==> config.mk <==
export PLATFORM = sky130hd
export DESIGN_NAME = syst_ws_array
export DESIGN_NICKNAME = d
export VERILOG_FILES = /design/src/rtl/syst_ws_array.sv
export SDC_FILE = /design/constraint.sdc
export NUM_CORES = 2
export LEC_CHECK = 0
export BUFFER_PORTS_ARGS = -buffer_cell sky130_fd_sc_hd__buf_2
export CORE_MARGIN = 1
export CORE_UTILIZATION = 45
export DETAILED_ROUTE_END_ITERATION = 12
export HOLD_SLACK_MARGIN = 0.08
export PLACE_DENSITY_LB_ADDON = 0.15
export SETUP_SLACK_MARGIN = 0.1
export SLEW_MARGIN = 20
export SYNTH_ARGS = -nofsm -noshare
export SYNTH_HDL_FRONTEND = slang
export SYNTH_SLANG_ARGS = --single-unit
==> constraint.sdc <==
create_clock -name clk_i -period 5.87 [get_ports clk_i]
set_input_delay 0 -clock clk_i [delete_from_list [all_inputs] [get_ports clk_i]]
set_output_delay 0 -clock clk_i [all_outputs]
set_load 0.005 [all_outputs]
==> src/rtl/syst_ws_array.sv <==
// rtl/syst_ws_array.sv - weight-stationary systolic array y = W*x; define SYST_WS_RELU_EN to clamp negative results to 0
module syst_ws_array #(
    parameter int  ROWS      = 4,
    parameter int  COLS      = 4,
    parameter int  X_WIDTH   = 8,
    parameter int  W_WIDTH   = 8,
    localparam int ACC_WIDTH = X_WIDTH + W_WIDTH + $clog2(COLS)
) (
    input  logic                      clk_i,
    input  logic                      rst_i,
    input  logic                      load_start_i,
    input  logic                      w_valid_i,
    input  logic [COLS*W_WIDTH-1:0]   w_data_i,
    output logic                      w_ready_o,
    input  logic                      x_valid_i,
    input  logic [COLS*X_WIDTH-1:0]   x_data_i,
    output logic                      x_ready_o,
    output logic                      y_valid_o,
    output logic [ROWS*ACC_WIDTH-1:0] y_data_o,
    output logic                      busy_o
);
    localparam int LAT  = ROWS + COLS;
    localparam int RC_W = (ROWS > 1) ? $clog2(ROWS) : 1;
    localparam int IF_W = $clog2(LAT + 1);

    typedef enum logic [1:0] {EMPTY, LOAD, RUN, DRAIN} state_t;

    state_t                      state_q, state_d;
    logic [RC_W-1:0]             row_cnt;
    logic [IF_W-1:0]             inflight;
    logic                        w_acc, x_acc;
    logic signed [W_WIDTH-1:0]   w_q     [ROWS][COLS];
    logic signed [X_WIDTH-1:0]   col_in  [COLS];
    logic signed [X_WIDTH-1:0]   x_reg   [ROWS-1][COLS];
    logic signed [ACC_WIDTH-1:0] psum    [ROWS][COLS];
    logic signed [ACC_WIDTH-1:0] row_out [ROWS];
    logic [LAT-2:0]              v_pipe;

    assign w_acc  = w_valid_i && w_ready_o;
    assign x_acc  = x_valid_i && x_ready_o;
    assign busy_o = (state_q == LOAD) || (state_q == DRAIN) || (inflight != '0);

    // Control state register
    always_ff @(posedge clk_i) begin
        if (rst_i) state_q <= EMPTY;
        else       state_q <= state_d;
    end

    // Next state and handshake readiness; DRAIN leaves as the last vector retires
    always_comb begin
        state_d   = state_q;
        w_ready_o = 1'b0;
        x_ready_o = 1'b0;
        case (state_q)
            EMPTY: if (load_start_i) state_d = LOAD;
            LOAD: begin
                w_ready_o = 1'b1;
                if (w_valid_i && row_cnt == RC_W'(ROWS - 1)) state_d = RUN;
            end
            RUN: begin
                x_ready_o = 1'b1;
                if (load_start_i) state_d = DRAIN;
            end
            DRAIN: if (inflight <= IF_W'(1)) state_d = LOAD;
            default: state_d = EMPTY;
        endcase
    end

    // Weight rows are written in order; row counter wraps after the last row
    always_ff @(posedge clk_i) begin
        if (rst_i) begin
            row_cnt <= '0;
            for (int r = 0; r < ROWS; r++)
                for (int c = 0; c < COLS; c++)
                    w_q[r][c] <= '0;
        end else if (w_acc) begin
            row_cnt <= (row_cnt == RC_W'(ROWS - 1)) ? '0 : row_cnt + 1'b1;
            for (int r = 0; r < ROWS; r++)
                if (row_cnt == RC_W'(r))
                    for (int c = 0; c < COLS; c++)
                        w_q[r][c] <= w_data_i[c*W_WIDTH +: W_WIDTH];
        end
    end

    // In-flight tracker: the newest accepted vector sets the remaining latency
    always_ff @(posedge clk_i) begin
        if (rst_i)                 inflight <= '0;
        else if (x_acc)            inflight <= IF_W'(LAT);
        else if (inflight != '0)   inflight <= inflight - 1'b1;
    end

    // Valid travels alongside the data wavefront
    always_ff @(posedge clk_i) begin
        if (rst_i) v_pipe <= '0;
        else       v_pipe <= {v_pipe[LAT-3:0], x_acc};
    end

    for (genvar j = 0; j < COLS; j++) begin : g_skew
        logic signed [X_WIDTH-1:0] x_gated;
        assign x_gated = x_acc ? x_data_i[j*X_WIDTH +: X_WIDTH] : '0;
        if (j == 0) begin : g_direct
            assign col_in[j] = x_gated;
        end else begin : g_delay
            logic signed [X_WIDTH-1:0] sk [j];
            // Column j enters the array j cycles after column 0
            always_ff @(posedge clk_i) begin
                if (rst_i) begin
                    for (int d = 0; d < j; d++) sk[d] <= '0;
                end else begin
                    sk[0] <= x_gated;
                    for (int d = 1; d < j; d++) sk[d] <= sk[d-1];
                end
            end
            assign col_in[j] = sk[j-1];
        end
    end

    for (genvar i = 0; i < ROWS; i++) begin : g_row
        for (genvar j = 0; j < COLS; j++) begin : g_pe
            logic signed [X_WIDTH-1:0]   x_in;
            logic signed [ACC_WIDTH-1:0] p_in;
            logic signed [ACC_WIDTH-1:0] prod;
            if (i == 0) begin : g_xtop
                assign x_in = col_in[j];
            end else begin : g_xpass
                assign x_in = x_reg[i-1][j];
            end
            if (j == 0) begin : g_pzero
                assign p_in = '0;
            end else begin : g_ppass
                assign p_in = psum[i][j-1];
            end
            assign prod = ACC_WIDTH'(w_q[i][j]) * ACC_WIDTH'(x_in);

            // Multiply-accumulate: partial sum moves one column right per cycle
            always_ff @(posedge clk_i) begin
                if (rst_i) psum[i][j] <= '0;
                else       psum[i][j] <= p_in + prod;
            end

            if (i < ROWS - 1) begin : g_xfwd
                // Activation moves one row down per cycle
                always_ff @(posedge clk_i) begin
                    if (rst_i) x_reg[i][j] <= '0;
                    else       x_reg[i][j] <= x_in;
                end
            end
        end

        localparam int D = ROWS - 1 - i;
        if (D == 0) begin : g_nodesk
            assign row_out[i] = psum[i][COLS-1];
        end else begin : g_desk
            logic signed [ACC_WIDTH-1:0] dq [D];
            // Upper rows finish early; hold them until the bottom row catches up
            always_ff @(posedge clk_i) begin
                if (rst_i) begin
                    for (int d = 0; d < D; d++) dq[d] <= '0;
                end else begin
                    dq[0] <= psum[i][COLS-1];
                    for (int d = 1; d < D; d++) dq[d] <= dq[d-1];
                end
            end
            assign row_out[i] = dq[D-1];
        end
    end

    // Output beat: aligned results captured together, held between beats
    always_ff @(posedge clk_i) begin
        if (rst_i) begin
            y_valid_o <= 1'b0;
            y_data_o  <= '0;
        end else begin
            y_valid_o <= v_pipe[LAT-2];
            if (v_pipe[LAT-2]) begin
                for (int r = 0; r < ROWS; r++) begin
`ifdef SYST_WS_RELU_EN
                    y_data_o[r*ACC_WIDTH +: ACC_WIDTH] <= row_out[r][ACC_WIDTH-1] ? '0 : row_out[r];
`else
                    y_data_o[r*ACC_WIDTH +: ACC_WIDTH] <= row_out[r];
`endif
                end
            end
        end
    end
endmodule

==> impl_metrics.json <==
{
  "status": "complete, no violations",
  "synth.distinct_cells": 67,
  "setup-tns-final_ns": 0,
  "start_kind": "register",
  "ir_drop_uv": 182,
  "hold_path_class": "in -> reg",
  "vias": 43889,
  "first_global_vias": 47333,
  "max_stage_delay_ns": 0.62,
  "worst_pin_slew_ns": 1.25,
  "setup_violations": 0,
  "viasPerCell": 4.80,
  "power.total_w": 0.0136,
  "avgSynthCellArea_sq_um": 10.3,
  "postRouteAntennaNets": 0,
  "rsz0062_at_grt": "no",
  "drc_errors": 0,
  "initial_core_util": 0.453,
  "synth_edf_count": 128,
  "crit_type": "reg -> reg",
  "grt_antenna_before_repair": 6,
  "path_common_cell": "fa_1",
  "powerDensity_mw_per_mm2": 176,
  "dpl_worst_slack_ns": 0.446,
  "top_register": "psum",
  "num-fill-cells": 14122,
  "setup_ws_ns": 0.430,
  "track_usage": 0.190,
  "worst_path_max_delay_cell": "and2_1",
  "grt-busiest-layer": "met2",
  "ys.flop_type": "dfxtp_1",
  "area_growth_pct": 10.6,
  "wl_per_cell_um": 15.5,
  "post-route-util": 0.501,
  "grtUsageMet2": 0.321,
  "cp-end-kind": "register",
  "syn-num-nets": 8632,
  "finalCritPeriodShare": 0.927,
  "io_pins": 145,
  "grt-ovfl-total": 0,
  "yosysWarnings": 0,
  "arrival_ns": 5.98,
  "die_w_um": 396,
  "final_cell_mix": "inv_1, fa_1, and2_1",
  "die_area_sq_mm": 0.157,
  "io_buffers": 144,
  "path_clk_slew_ns": 0.06,
  "max_freq_ghz": 0.184,
  "drive_above_1_share": 0.0515,
  "use_met3": 0.0272,
  "cts_buffers": 88,
  "path_buf_inv": 2,
  "core_area_sq_mm": 0.154,
  "drt_wl_total_mm": 142,
  "met1_usage": 0.255,
  "routabilityCongestion": 0.832,
  "cp_max_fo": 11,
  "cts_buffer_depth": 3,
  "hold_viol_final": 0,
  "post_cts_buffers": 0,
  "netlist_instances": 6763,
  "drt-pass1-iter-count": 5,
  "largest_reg_flops": 280,
  "h-tree-depth": 3,
  "cp_top_family": "adder cells",
  "drv_cap": 0,
  "synth_seq_area_share": 0.233,
  "relSlewSlack": 0.167,
  "crit_chain": "and2_1, inv_1, fa_1, inv_1, fa_1, fa_1, fa_1, fa_1, ha_1, o21ai_0, o211ai_1, o21ai_0, a31oi_1, xnor2_1, nor2_1",
  "drv_slew": 0,
  "ys_seq_elements": 748,
  "syn-cell-area_sq_mm": 0.0698,
  "period_minus_slack_ns": 5.44,
  "rows": 144,
  "clock_sinks": 748,
  "cts_root_buffer": "clkbuf_16",
  "fin_skew_ns": 0.0499,
  "worst_skew_pair.late_latency_ns": 0.73,
  "nets": 8884,
  "required_ns": 6.41,
  "cts_tree": "done",
  "grt_pass1_wl_mm": 241,
  "async_flop_share": 0,
  "grt_max_degree": 216,
  "layout_commonest_cell": "inv_1",
  "die_y_um": 396,
  "dp_hpwl_mm": 116,
  "top_regs": "psum: 280 flops, w_q: 128 flops, g_row.g_desk.dq: 108 flops",
  "drt_iter0_markers": 1643,
  "post_cts_resized": 0,
  "p_leak_nw": 39.2
}
-- kinds of logic (layout without fill, tap and decap cells) --
kind of cell	Yosys count	after routing	synth area share
AOI/OAI and AO/OA	460	460	0.0447
xor gates and xnor gates	241	241	0.0302
and+or+nand+nor	2021	2021	0.155
adders and majority gates	1800	1800	0.449
muxes	86	86	0.0125
buffers and inverters	1407	1730	0.0757
DFF	748	748	0.233
other	0	6	0
-- cell usage after synthesis (4+ instances only) --
master | number | area (sq um)
a22oi_1 | 8 | 60.1
a21oi_1 | 82 | 410
nor3_1 | 56 | 280
o21bai_1 | 18 | 135
a31oi_1 | 15 | 93.8
o21a_1 | 43 | 323
o22ai_1 | 5 | 31.3
o41ai_1 | 7 | 61.3
a211oi_1 | 53 | 398
o21ai_1 | 10 | 50.1
a21o_1 | 44 | 330
ha_1 | 624 | 7810
or2_2 | 4 | 25.0
xor2_1 | 72 | 631
o211ai_1 | 8 | 60.1
mux2i_1 | 74 | 741
xnor2_1 | 169 | 1480
and2_1 | 633 | 3960
nand2_1 | 334 | 1250
and3_1 | 107 | 669
nor3b_1 | 5 | 37.5
o31ai_1 | 5 | 37.5
buf_2 | 4 | 20.0
dfxtp_1 | 620 | 12400
a21boi_0 | 11 | 82.6
clkbuf_1 | 119 | 447
or3_1 | 26 | 163
buf_1 | 8 | 30.0
nor4_1 | 14 | 87.6
o221a_2 | 7 | 78.8
nand2b_1 | 54 | 338
nor2b_1 | 391 | 2450
edfxtp_1 | 128 | 3840
nand3_1 | 26 | 130
o21ai_0 | 104 | 521
nor2_1 | 361 | 1360
o31a_1 | 4 | 35.0
fa_1 | 1176 | 23500
mux2_2 | 12 | 135
inv_1 | 1276 | 4790
-- path summary, 6_finish.rpt --
path	startpoint	cells past startpoint	slack, ns	to
hold reg to reg	g_skew[2].g_delay.sk[0][2]$_SDFF_PP0_	1	0.42	g_skew[2].g_delay.sk[0][10]$_SDFF_PP0_
hold / removal	x_data_i[8]	3	0.17	g_skew[1].g_delay.sk[0][0]$_SDFF_PP0_
setup / recovery	x_reg[0][0]$_SDFF_PP0_	15	0.43	psum[1][17]$_SDFF_PP0_
setup reg to reg	x_reg[0][0]$_SDFF_PP0_	15	0.43	psum[1][17]$_SDFF_PP0_
-- per-layer routing --
metal | up-vias | part of all wire
li1 | 21293 | -
met1 | 21947 | 0.47
met2 | 484 | 0.47
met3 | 163 | 0.030
met4 | 2 | 0.024
met5 | - | 0.000063
-- per-stage QoR --
stage / area, sq um / std cells / hold slack (ns)
CTS: 77200 / 9130 / 0.109
floorplan: 69800 / 6763 / 0.122
detailed placement: 72900 / 8851 / 0.201
global placement: 72900 / 8851 / 0.200
finish: 77200 / 9136 / 0.173
global route: 77200 / 9131 / 0.127
-- cell type report --
type	instances	area, sq um	area share
clock buffer	119	2580	0.0334
multi-input combinational	4608	48300	0.626
timing repair buffer	293	2170	0.0281
inverter	1276	4790	0.0620
clock inverter	42	531	0.00687
antenna	6	15.0	0.000194
sequential	748	16300	0.211
tap	2044	2560	0.0331
-- power breakdown --
group	switching (W)	total (W)	internal (W)
registers	0.000311	0.00580	0.00549
clock network	0.00236	0.00575	0.00339
logic	0.00119	0.00207	0.000876
-- worst reg2reg max path: cells and delay by family (launching register included) --
kind,cells,cell delay (ns)
fa+ha+maj,6,2.78
compound gates,4,0.95
simple gates,2,0.68
flops,1,0.49
xor+xnor,1,0.21
buf+inv,2,0.18
-- what timing repair did --
item	CTS	global route
hold buffers	118	0
endpoints found under the setup margin	0	0
endpoints found under the hold margin	246	0
No activity file was read; power rests on OpenSTA's default activity.
